<file path="src/rtl/edge_wait_seq_pkg.sv">
// Shared types and constants for the edge/event wait sequencer.
// Condition vector bit positions, the condition vector type and the
// sequencer state encoding live here so the top and the bench agree.
package edge_wait_seq_pkg;

    localparam int COND_POS_A = 0;
    localparam int COND_NEG_A = 1;
    localparam int COND_POS_B = 2;
    localparam int COND_NEG_B = 3;
    localparam int COND_EVT   = 4;
    localparam int COND_W     = 5;

    typedef logic [COND_W-1:0] cond_t;

    typedef enum logic [1:0] {
        S_IDLE,
        S_WAIT,
        S_DONE
    } state_t;

endpackage : edge_wait_seq_pkg

</file>
<file path="src/rtl/edge_wait_edge_det.sv">
// Edge detector for one level signal.
// Registers the previous sample and a prime flag; no edge is reported until
// one real sample has been taken, so the reset value of the previous-sample
// flop can never masquerade as an edge.
module edge_wait_edge_det (
    input  logic clk,
    input  logic rst,
    input  logic d,
    output logic pos,
    output logic neg
);

    logic prev_q;
    logic prime_q;

    // Capture the previous sample and arm the detector after the first sample.
    always_ff @(posedge clk) begin
        // NOTE: sequential state uses non-blocking assignments so every flop
        // samples the pre-edge value of its inputs regardless of statement order.
        if (rst) begin
            prev_q  <= 1'b0;
            prime_q <= 1'b0;
        end else begin
            prev_q  <= d;
            prime_q <= 1'b1;
        end
    end

    assign pos = prime_q &  d & ~prev_q;
    assign neg = prime_q & ~d &  prev_q;

endmodule : edge_wait_edge_det

</file>
<file path="src/rtl/edge_wait_sequencer.sv">
// Edge/event wait sequencer.
// Walks NSTEPS wait steps; each step waits for an OR of edge/event conditions
// on sig_a, sig_b and evt selected by its slice of STEP_MASKS (step 0 in the
// LSB slice). A match produces a one-cycle hit pulse on the next cycle with
// the step index and the free-running timestamp of the match cycle. After the
// last step the sequencer either wraps (LOOP=1) or parks in DONE until re-armed.
// Optional trace output is compiled in with the macro EDGE_WAIT_SEQ_TRACE_EN.
module edge_wait_sequencer
    import edge_wait_seq_pkg::*;
#(
    parameter int                        NSTEPS     = 4,
    parameter logic [NSTEPS*COND_W-1:0]  STEP_MASKS = {5'b00110, 5'b01001, 5'b10100, 5'b10001},
    parameter int                        TS_W       = 32,
    parameter int                        LOOP       = 0,
    localparam int                       SW         = (NSTEPS > 1) ? $clog2(NSTEPS) : 1
) (
    input  logic            clk,
    input  logic            rst,
    input  logic            arm,
    input  logic            sig_a,
    input  logic            sig_b,
    input  logic            evt,
    output logic            hit,
    output logic [SW-1:0]   hit_step,
    output logic [TS_W-1:0] hit_time,
    output logic [SW-1:0]   step,
    output logic            busy,
    output logic            done
);

    localparam logic [SW-1:0] LAST_STEP = SW'(NSTEPS - 1);

    state_t          state_q, state_d;
    logic [SW-1:0]   step_q, step_d;
    logic            hit_q, hit_d;
    logic [SW-1:0]   hit_step_q, hit_step_d;
    logic [TS_W-1:0] hit_time_q, hit_time_d;
    logic [TS_W-1:0] ts_q;

    logic  pos_a, neg_a, pos_b, neg_b;
    cond_t cond;
    cond_t step_mask;
    logic  match;
    logic  last_step;

    edge_wait_edge_det u_det_a (
        .clk (clk),
        .rst (rst),
        .d   (sig_a),
        .pos (pos_a),
        .neg (neg_a)
    );

    edge_wait_edge_det u_det_b (
        .clk (clk),
        .rst (rst),
        .d   (sig_b),
        .pos (pos_b),
        .neg (neg_b)
    );

    // Free-running timestamp, zero in the first cycle after reset.
    always_ff @(posedge clk) begin
        if (rst) begin
            ts_q <= '0;
        end else begin
            ts_q <= ts_q + TS_W'(1);
        end
    end

    // Assemble the condition vector and test it against the current step's mask.
    always_comb begin
        cond                = '0;
        cond[COND_POS_A]    = pos_a;
        cond[COND_NEG_A]    = neg_a;
        cond[COND_POS_B]    = pos_b;
        cond[COND_NEG_B]    = neg_b;
        cond[COND_EVT]      = evt;
        step_mask           = STEP_MASKS[int'(step_q)*COND_W +: COND_W];
        match               = |(cond & step_mask);
        last_step           = (step_q == LAST_STEP);
    end

    // Sequencer state and registered hit outputs.
    always_ff @(posedge clk) begin
        if (rst) begin
            state_q    <= S_IDLE;
            step_q     <= '0;
            hit_q      <= 1'b0;
            hit_step_q <= '0;
            hit_time_q <= '0;
        end else begin
            state_q    <= state_d;
            step_q     <= step_d;
            hit_q      <= hit_d;
            hit_step_q <= hit_step_d;
            hit_time_q <= hit_time_d;
        end
    end

    // Next-state logic: a match is consumed by the step that is current in the
    // match cycle only, because step_q changes on the same edge that registers the hit.
    always_comb begin
        // NOTE: every variable gets a default before the case so no path leaves
        // it unassigned, which would otherwise infer a latch.
        state_d    = state_q;
        step_d     = step_q;
        hit_d      = 1'b0;
        hit_step_d = hit_step_q;
        hit_time_d = hit_time_q;

        case (state_q)
            S_IDLE: begin
                if (arm) begin
                    state_d = S_WAIT;
                    step_d  = '0;
                end
            end
            S_WAIT: begin
                if (match) begin
                    hit_d      = 1'b1;
                    hit_step_d = step_q;
                    hit_time_d = ts_q;
                    if (!last_step) begin
                        step_d = step_q + SW'(1);
                    end else if (LOOP != 0) begin
                        step_d = '0;
                    end else begin
                        state_d = S_DONE;
                    end
                end
            end
            S_DONE: begin
                if (arm) begin
                    state_d = S_WAIT;
                    step_d  = '0;
                end
            end
            default: begin
                state_d = S_IDLE;
            end
        endcase
    end

`ifdef EDGE_WAIT_SEQ_TRACE_EN
    // Trace each match as it is registered and the transition into DONE.
    always_ff @(posedge clk) begin
        if (!rst && state_q == S_WAIT && match) begin
            $write("[%0d] step %0d hit cond=%05b\n", ts_q, step_q, cond);
            if (last_step && LOOP == 0) begin
                $write("*-* All Finished *-*\n");
            end
        end
    end
`else
    // Trace disabled: no simulation-only logic in this build.
`endif

    assign hit      = hit_q;
    assign hit_step = hit_step_q;
    assign hit_time = hit_time_q;
    assign step     = step_q;
    assign busy     = (state_q == S_WAIT);
    assign done     = (state_q == S_DONE);

endmodule : edge_wait_sequencer

</file>
<file path="config.mk">
export PLATFORM = sky130hd
export DESIGN_NAME = edge_wait_sequencer
export DESIGN_NICKNAME = d
export VERILOG_FILES = /design/src/rtl/edge_wait_seq_pkg.sv /design/src/rtl/edge_wait_edge_det.sv /design/src/rtl/edge_wait_sequencer.sv
export SDC_FILE = /design/constraint.sdc
export NUM_CORES = 1
export LEC_CHECK = 0
export ABC_AREA = 0
export BUFFER_PORTS_ARGS = -buffer_cell sky130_fd_sc_hd__clkbuf_2
export CORE_UTILIZATION = 35
export CTS_CLUSTER_DIAMETER = 40
export CTS_CLUSTER_SIZE = 25
export DETAILED_ROUTE_END_ITERATION = 8
export GPL_TIMING_DRIVEN = 0
export PLACE_DENSITY_LB_ADDON = 0.15
export REMOVE_ABC_BUFFERS = 1
export SLEW_MARGIN = 40
export SYNTH_ARGS = -nofsm -noshare
export SYNTH_HDL_FRONTEND = slang
export SYNTH_SLANG_ARGS = --single-unit
export TNS_END_PERCENT = 100
</file>
<file path="constraint.sdc">
create_clock -name clk -period 1.8 [get_ports clk]
set_input_delay 0.36 -clock clk [delete_from_list [all_inputs] [get_ports clk]]
set_output_delay 0.36 -clock clk [all_outputs]
set_load 0.02 [all_outputs]
</file>
==> results.cfg, run 1 <==
[worst_setup_path]
arrival_ps = 2020
cp-start-kind = flop
r2r-start = step[0]
crit_start = step[0]
crit_required_ps = 2080
reg2reg_setup_slack_ps = 60
crit_end = hit_time[2]
path_max_fanout = 5
r2r_cells = 9
worst-setup-path-type = reg2reg
critPathCaptureType = flop
rr_endpoint = hit_time[2]

[power_and_ir_drop]
p_leak_nw = 1.585
combPwrFrac_pct = 7.5
seq_power_share_pct = 47.3
p_clk_share_pct = 45.2
switching_share_pct = 21.90
power_switching_mw = 0.7750
p_per_area_nw_per_um2 = 890.8
ir_drop_mv = 0.4599
internal_power_mw = 2.764

[sta]
hold_viol_final = 0
rsz0062_at_grt = yes
maxClockFrequency_mhz = 574.9
fin_worst_hold_slack_ps = 265.5
finalCritPeriodShare_pct = 96.64
setup_ws_ps = 60.55
timing.final.crit_period_ps = 1739
tightest_slew_ps = 719.0
setup-violations-final = 0
relSlewSlack_pct = 52.07
finClkSkew_ps = 8.355
slew_violations = 0

[drt]
viasPerCell = 5.115
drc = 0
wl_per_cell_um = 14.11
vias = 2634
totalWireLength_um = 7267
ant_nets = 0
dr.pass1.iters = 4
first_iter_violations = 121

[clock_tree]
cts_tree = built
cts_sinks = 74
cts-root-buf = clkbuf_8
clk_latency_ps = 340
cts_buffers = 9
cts_buffer_depth = 2
clkTransAtPathRegs_ps = 80
htree_levels = 3
hold_buffers = 0

[final_layout]
insertedDiodeCount = 0
layout_common_cells = nand2_1 (78), dfxtp_1 (70), clkbuf_2 (43), mux2i_1 (41), nor2_1 (17)
fin_nets = 412
mostFrequentLayoutCell = nand2_1
finalInstanceArea_sq_um = 3973
area_growth_pct = 24.22
drive_gt1_share_pct = 24.82

[status]
outcome = completed

[global_routing]
busiest_layer = met2
grt_max_degree = 73
grt_use_met1_pct = 19.63
grt_overflow = 0
antenna_found_initial = 0
grt_util_met2_pct = 23.83
met3_usage_pct = 3.381
grt_usage_pct = 15.10
grt_pass1_wl_um = 11670
grt_pass1_vias = 2455

[synthesis]
ys_seq_area_share_pct = 46.32
syn_area_per_cell_sq_um = 9.060
synth-edff-count = 0
synthCells = 353
yosysWarnings = 0
synth-main-ff-cell = dfxtp_1
synth_cell_types = 40
async_flop_share_pct = 0
netlist_area_sq_um = 3198
ys_ff_latch = 74

[job]
max-cap-violations = 0

[floorplan]
initial_core_util_pct = 36.49
rows = 34
die_w_um = 97.59
die_h_um = 97.59
core_area_sq_um = 8763
ios = 45
die_area_sq_um = 9524

[worst_hold_path]
hp-class = in2reg
hold_depth = 2

[placed_design]
io_buffers = 44
place_ws_ps = -713.5
dp.final_hpwl_um = 4094
gp_congestion = 0.7170
dpl_cell_area_sq_um = 3480
## logic make-up after synthesis
kind of cell	after synthesis	synth area share (%)
AND/OR/NAND/NOR	159	24.92
XOR/XNOR	13	3.560
flip-flops	74	46.32
AO/OA/AOI/OAI	35	6.925
buffers and inverters	27	3.873
multiplexers	41	12.83
adder cells (fa/ha/maj)	4	1.565
## synthesized netlist by cell type, types with 2 or more instances
master    number  share of area (%)
and4_1         6                1.6
and2_1         2               0.39
and3b_1        2               0.55
nand4_1        8                1.6
clkbuf_1      14                1.6
inv_1          4               0.47
or4_1          9                2.1
buf_2          6               0.94
nand3_1       12                1.9
mux2i_1       41                 13
a21oi_1       13                2.0
or2_2          5               0.98
nand2b_1       3               0.59
nor2_1        17                2.0
nor2b_1        4               0.78
nand2_1       78                9.2
o21ai_0        5               0.78
xor2_1        12                3.3
and3_1         2               0.39
nor4_1         3               0.59
or3_1          3               0.59
dfxtp_1       74                 46
o31ai_1        9                2.1
ha_1           4                1.6
buf_6          2               0.70
## per-stage QoR
| step | utilization, % | TNS, ps | std cells | total power, mW |
|---|---|---|---|---|
| floorplan | - | -24510 | 331 | 1.846 |
| global placement | 39.35 | -47950 | 483 | 1.910 |
| detailed placement | 39.71 | -18200 | 484 | 1.916 |
| CTS | 43.49 | 0 | 505 | 3.537 |
| global route | 45.33 | -120.5 | 515 | 3.707 |
| finish | 45.33 | 0 | 515 | 3.539 |
## flip-flops by register name, indices dropped and copies added, names as in the netlist
signal           cells
state_q              2
hit                  1
u_det_a.prime_q      1
u_det_b.prev_q       1
hit_time            32
step                 2
hit_step             2
u_det_a.prev_q       1
ts_q                32
## layout make-up
class                           instances  area, sq um
Fill cell                             900         4791
Timing Repair Buffer                   57        370.4
Tap cell                              108        135.1
Clock inverter                          5        100.1
Inverter                                5        23.77
Multi-Input combinational cell        255         1700
Clock buffer                           11        151.4
Sequential cell                        74         1491
## power groups by stage
stage | Combinational [mW] | Clock (mW) | Sequential (mW)
finish | 0.265 | 1.60 | 1.67
global route | 0.285 | 1.75 | 1.68
detailed placement | 0.205 | 0 | 1.71
floorplan | 0.131 | 0 | 1.72
global placement | 0.199 | 0 | 1.71
CTS | 0.215 | 1.65 | 1.67
## layer usage
| layer | vias to the layer above | wire, um |
|---|---|---|
| met5 | - | 0 |
| met4 | 0 | 144 |
| met3 | 13 | 204 |
| met2 | 38 | 3374 |
| met1 | 1247 | 3544 |
| li1 | 1336 | - |
## worst max-delay path: stages (launching register included)
cell      delay, ps
dfxtp_4         370
inv_4            70
ha_2            160
o211ai_1        100
o211a_4         310
a21oi_4         170
buf_12          140
buf_6            90
buf_4           100
mux2i_1         160
## how the worst min path moves through the flow
stage	slack, ps	end	from
2_1_floorplan	430	ts_q[0]	rst
3_5_place_dp	450	hit_time[16]	hit_time[16]
4_1_cts	250	u_det_b.prev_q	sig_b
6_report	270	u_det_b.prev_q	sig_b
3_3_place_gp	440	hit_time[14]	hit_time[14]
5_1_grt	260	u_det_a.prev_q	sig_a
## repair_timing
item,4_1_cts,5_1_grt
buffers inserted,4,7
pin swaps,4,6
endpoints found under the setup margin,54,44
endpoints found under the hold margin,0,0
gates resized for setup,14,17
gates cloned,1,3
No activity file was read; power rests on OpenSTA's default activity.
==> run 2: changes to the inputs <==
- SYNTH_HIERARCHICAL: unset -> 1
==> results.cfg, run 2 <==
[sta]
hold_viol_final = 0
finClkSkew_ps = 8.367
finalCritPeriodShare_pct = 99.39
tightest_slew_ps = 518.7
relSlewSlack_pct = 65.42
setup-violations-final = 0
slew_violations = 0
timing.final.crit_period_ps = 1789
maxClockFrequency_mhz = 559.0
rsz0062_at_grt = yes

[status]
outcome = completed

[drt]
vias = 2753
dr.pass1.iters = 4
wl_per_cell_um = 14.45
ant_nets = 0
drc = 0
first_iter_violations = 160
totalWireLength_um = 7685
viasPerCell = 5.175

[clock_tree]
htree_levels = 3
cts-root-buf = clkbuf_8
clkTransAtPathRegs_ps = 80
cts_buffer_depth = 2
clk_latency_ps = 360
cts_buffers = 9
cts_sinks = 75
hold_buffers = 0
cts_tree = built

[placed_design]
dp.final_hpwl_um = 4036
io_buffers = 44
gp_congestion = 0.7458

[worst_hold_path]
hp-class = in2reg
hold_depth = 2

[worst_setup_path]
crit_required_ps = 2100
worst-setup-path-type = reg2reg
cpPeakStageDelay_ps = 500
critPathCaptureType = flop
arrival_ps = 2080
crit_cells = 5
path_max_fanout = 6
worstPathCellList = nand4_1 -> buf_4 -> or4_4 -> or4_4 -> a21oi_2
cp-start-kind = flop
slowest_stage = or4_4
crit_top_cell = or4_4
cp_top_family = simple AND/OR/NAND/NOR gates
r2r_cells = 5
cp_num_buf_inv = 1

[global_routing]
grt_pass1_vias = 2497
grt_max_degree = 82
grt_pass1_wl_um = 12190
antenna_found_initial = 0
grt_overflow = 0
grt_usage_pct = 17.60

[power_and_ir_drop]
switching_share_pct = 22.83
seq_power_share_pct = 50.5
power_switching_mw = 0.7643
ir_drop_mv = 0.3593
combPwrFrac_pct = 5.4
p_per_area_nw_per_um2 = 843.4
internal_power_mw = 2.583
finalPower_mw = 3.347
p_clk_share_pct = 44.1
p_leak_nw = 1.486

[floorplan]
initial_core_util_pct = 36.89
die_area_sq_um = 9213
rows = 33
core_area_sq_um = 8382
die_w_um = 95.99
die_h_um = 95.99
ios = 45

[job]
max-cap-violations = 0

[final_layout]
num-fill-cells = 859
mostFrequentLayoutCell = nand2_1
multi_input_area_sq_um = 1665
fin_nets = 432
area_growth_pct = 28.37
drive_gt1_share_pct = 29.74
seq_area_sq_um = 1541
insertedDiodeCount = 0
utilization_pct = 47.35
layout_common_cells = nand2_1 (74), dfxtp_1 (57), a21oi_1 (48), clkbuf_2 (43), nor2_1 (25)

[synthesis]
synth-main-ff-cell = dfxtp_1
ys_seq_area_share_pct = 48.56
synth_cell_types = 39
synth.most_common_cell = nand2_1
syn_area_per_cell_sq_um = 8.424
netlist_area_sq_um = 3092
async_flop_share_pct = 0
synth_top_area_share_pct = 48.56
synth_area_leaders = dfxtp_1 (49%), nand2_1 (9.2%), a21oi_1 (8.1%)
ys_ff_latch = 75
synth.top_cells.by_count = nand2_1 (76), dfxtp_1 (75), a21oi_1 (50)
yosys.area.top_type = dfxtp_1
synth-edff-count = 0
synthCells = 367
yosysWarnings = 6
## run 2: cell count changes after synthesis, sizes merged, moves of 4 or more
cell and delta:
a21oi +37, buf -4, inv +5, mux2i -39, nor2 +8, xnor2 +7, xor2 -7
## run 2: timing repair
action                                  4_1_cts  5_1_grt
gates cloned                                  3        1
endpoints found under the setup margin       54       51
gates resized for setup                      34       19
setup buffers                                 9        6
pin swaps                                    20       11
## run 2: cell type report
cell class	instances	area share [%]
Clock buffer	12	3.909
Clock inverter	4	1.828
Inverter	10	0.9458
Multi-Input combinational cell	265	41.96
Sequential cell	75	38.84
Tap cell	105	3.310
Timing Repair Buffer	61	9.206
## run 2: worst paths after layout
| kind | startpoint | end | slack, ps |
|---|---|---|---|
| setup reg to reg | ts_q[14] | ts_q[27] | 10 |
| setup / recovery | ts_q[14] | ts_q[27] | 10 |
| hold / removal | sig_b | u_det_b/prev_q | 230 |
| hold reg to reg | hit_time[10] | hit_time[10] | 450 |
## run 2: cells by family after synthesis
logic type	share of synthesized area [%]
fa+ha+maj	1.619
mux	1.740
buf+inv	4.047
xor+xnor	3.683
flops	48.56
simple gates	27.15
compound gates	13.19
## run 2: stage by stage
step	cell area [sq um]	cells	setup TNS (ps)	worst slack [ps]	hold WS, ps
after global routing	3969	532	-145.3	-34.86	260.6
after global placement	3356	495	-73280	-2066	443.3
after floorplan	3004	346	-29570	-837.7	416.5
final	3969	532	0	10.94	230.2
after CTS	3851	525	-59.59	-24.18	226.4
after detailed placement	3411	497	-15780	-377.9	447.4
## run 2: worst reg2reg max path, delay by kind of cell, from the launching register on
family,cells,cell delay (ps)
DFF,1,350
AOI/OAI and AO/OA,1,120
buffers and inverters,1,170
and+or+nand+nor,3,1100
## run 2: power groups by stage
| stage | Combinational, mW | Sequential, mW | Clock [mW] |
|---|---|---|---|
| final | 0.181 | 1.69 | 1.48 |
| after global routing | 0.201 | 1.69 | 1.57 |
| after CTS | 0.172 | 1.69 | 1.51 |
| after detailed placement | 0.152 | 1.73 | 0 |
| after global placement | 0.138 | 1.73 | 0 |
| after floorplan | 0.0687 | 1.73 | 0 |
## run 2: layer usage
metal | GRT usage [%] | up-vias | routed length [um]
li1 | - | 1389 | -
met2 | 27.42 | 57 | 3546
met1 | 22.86 | 1295 | 3661
met5 | 0 | - | 0
met3 | 4.423 | 12 | 335
met4 | 7.836 | 0 | 142
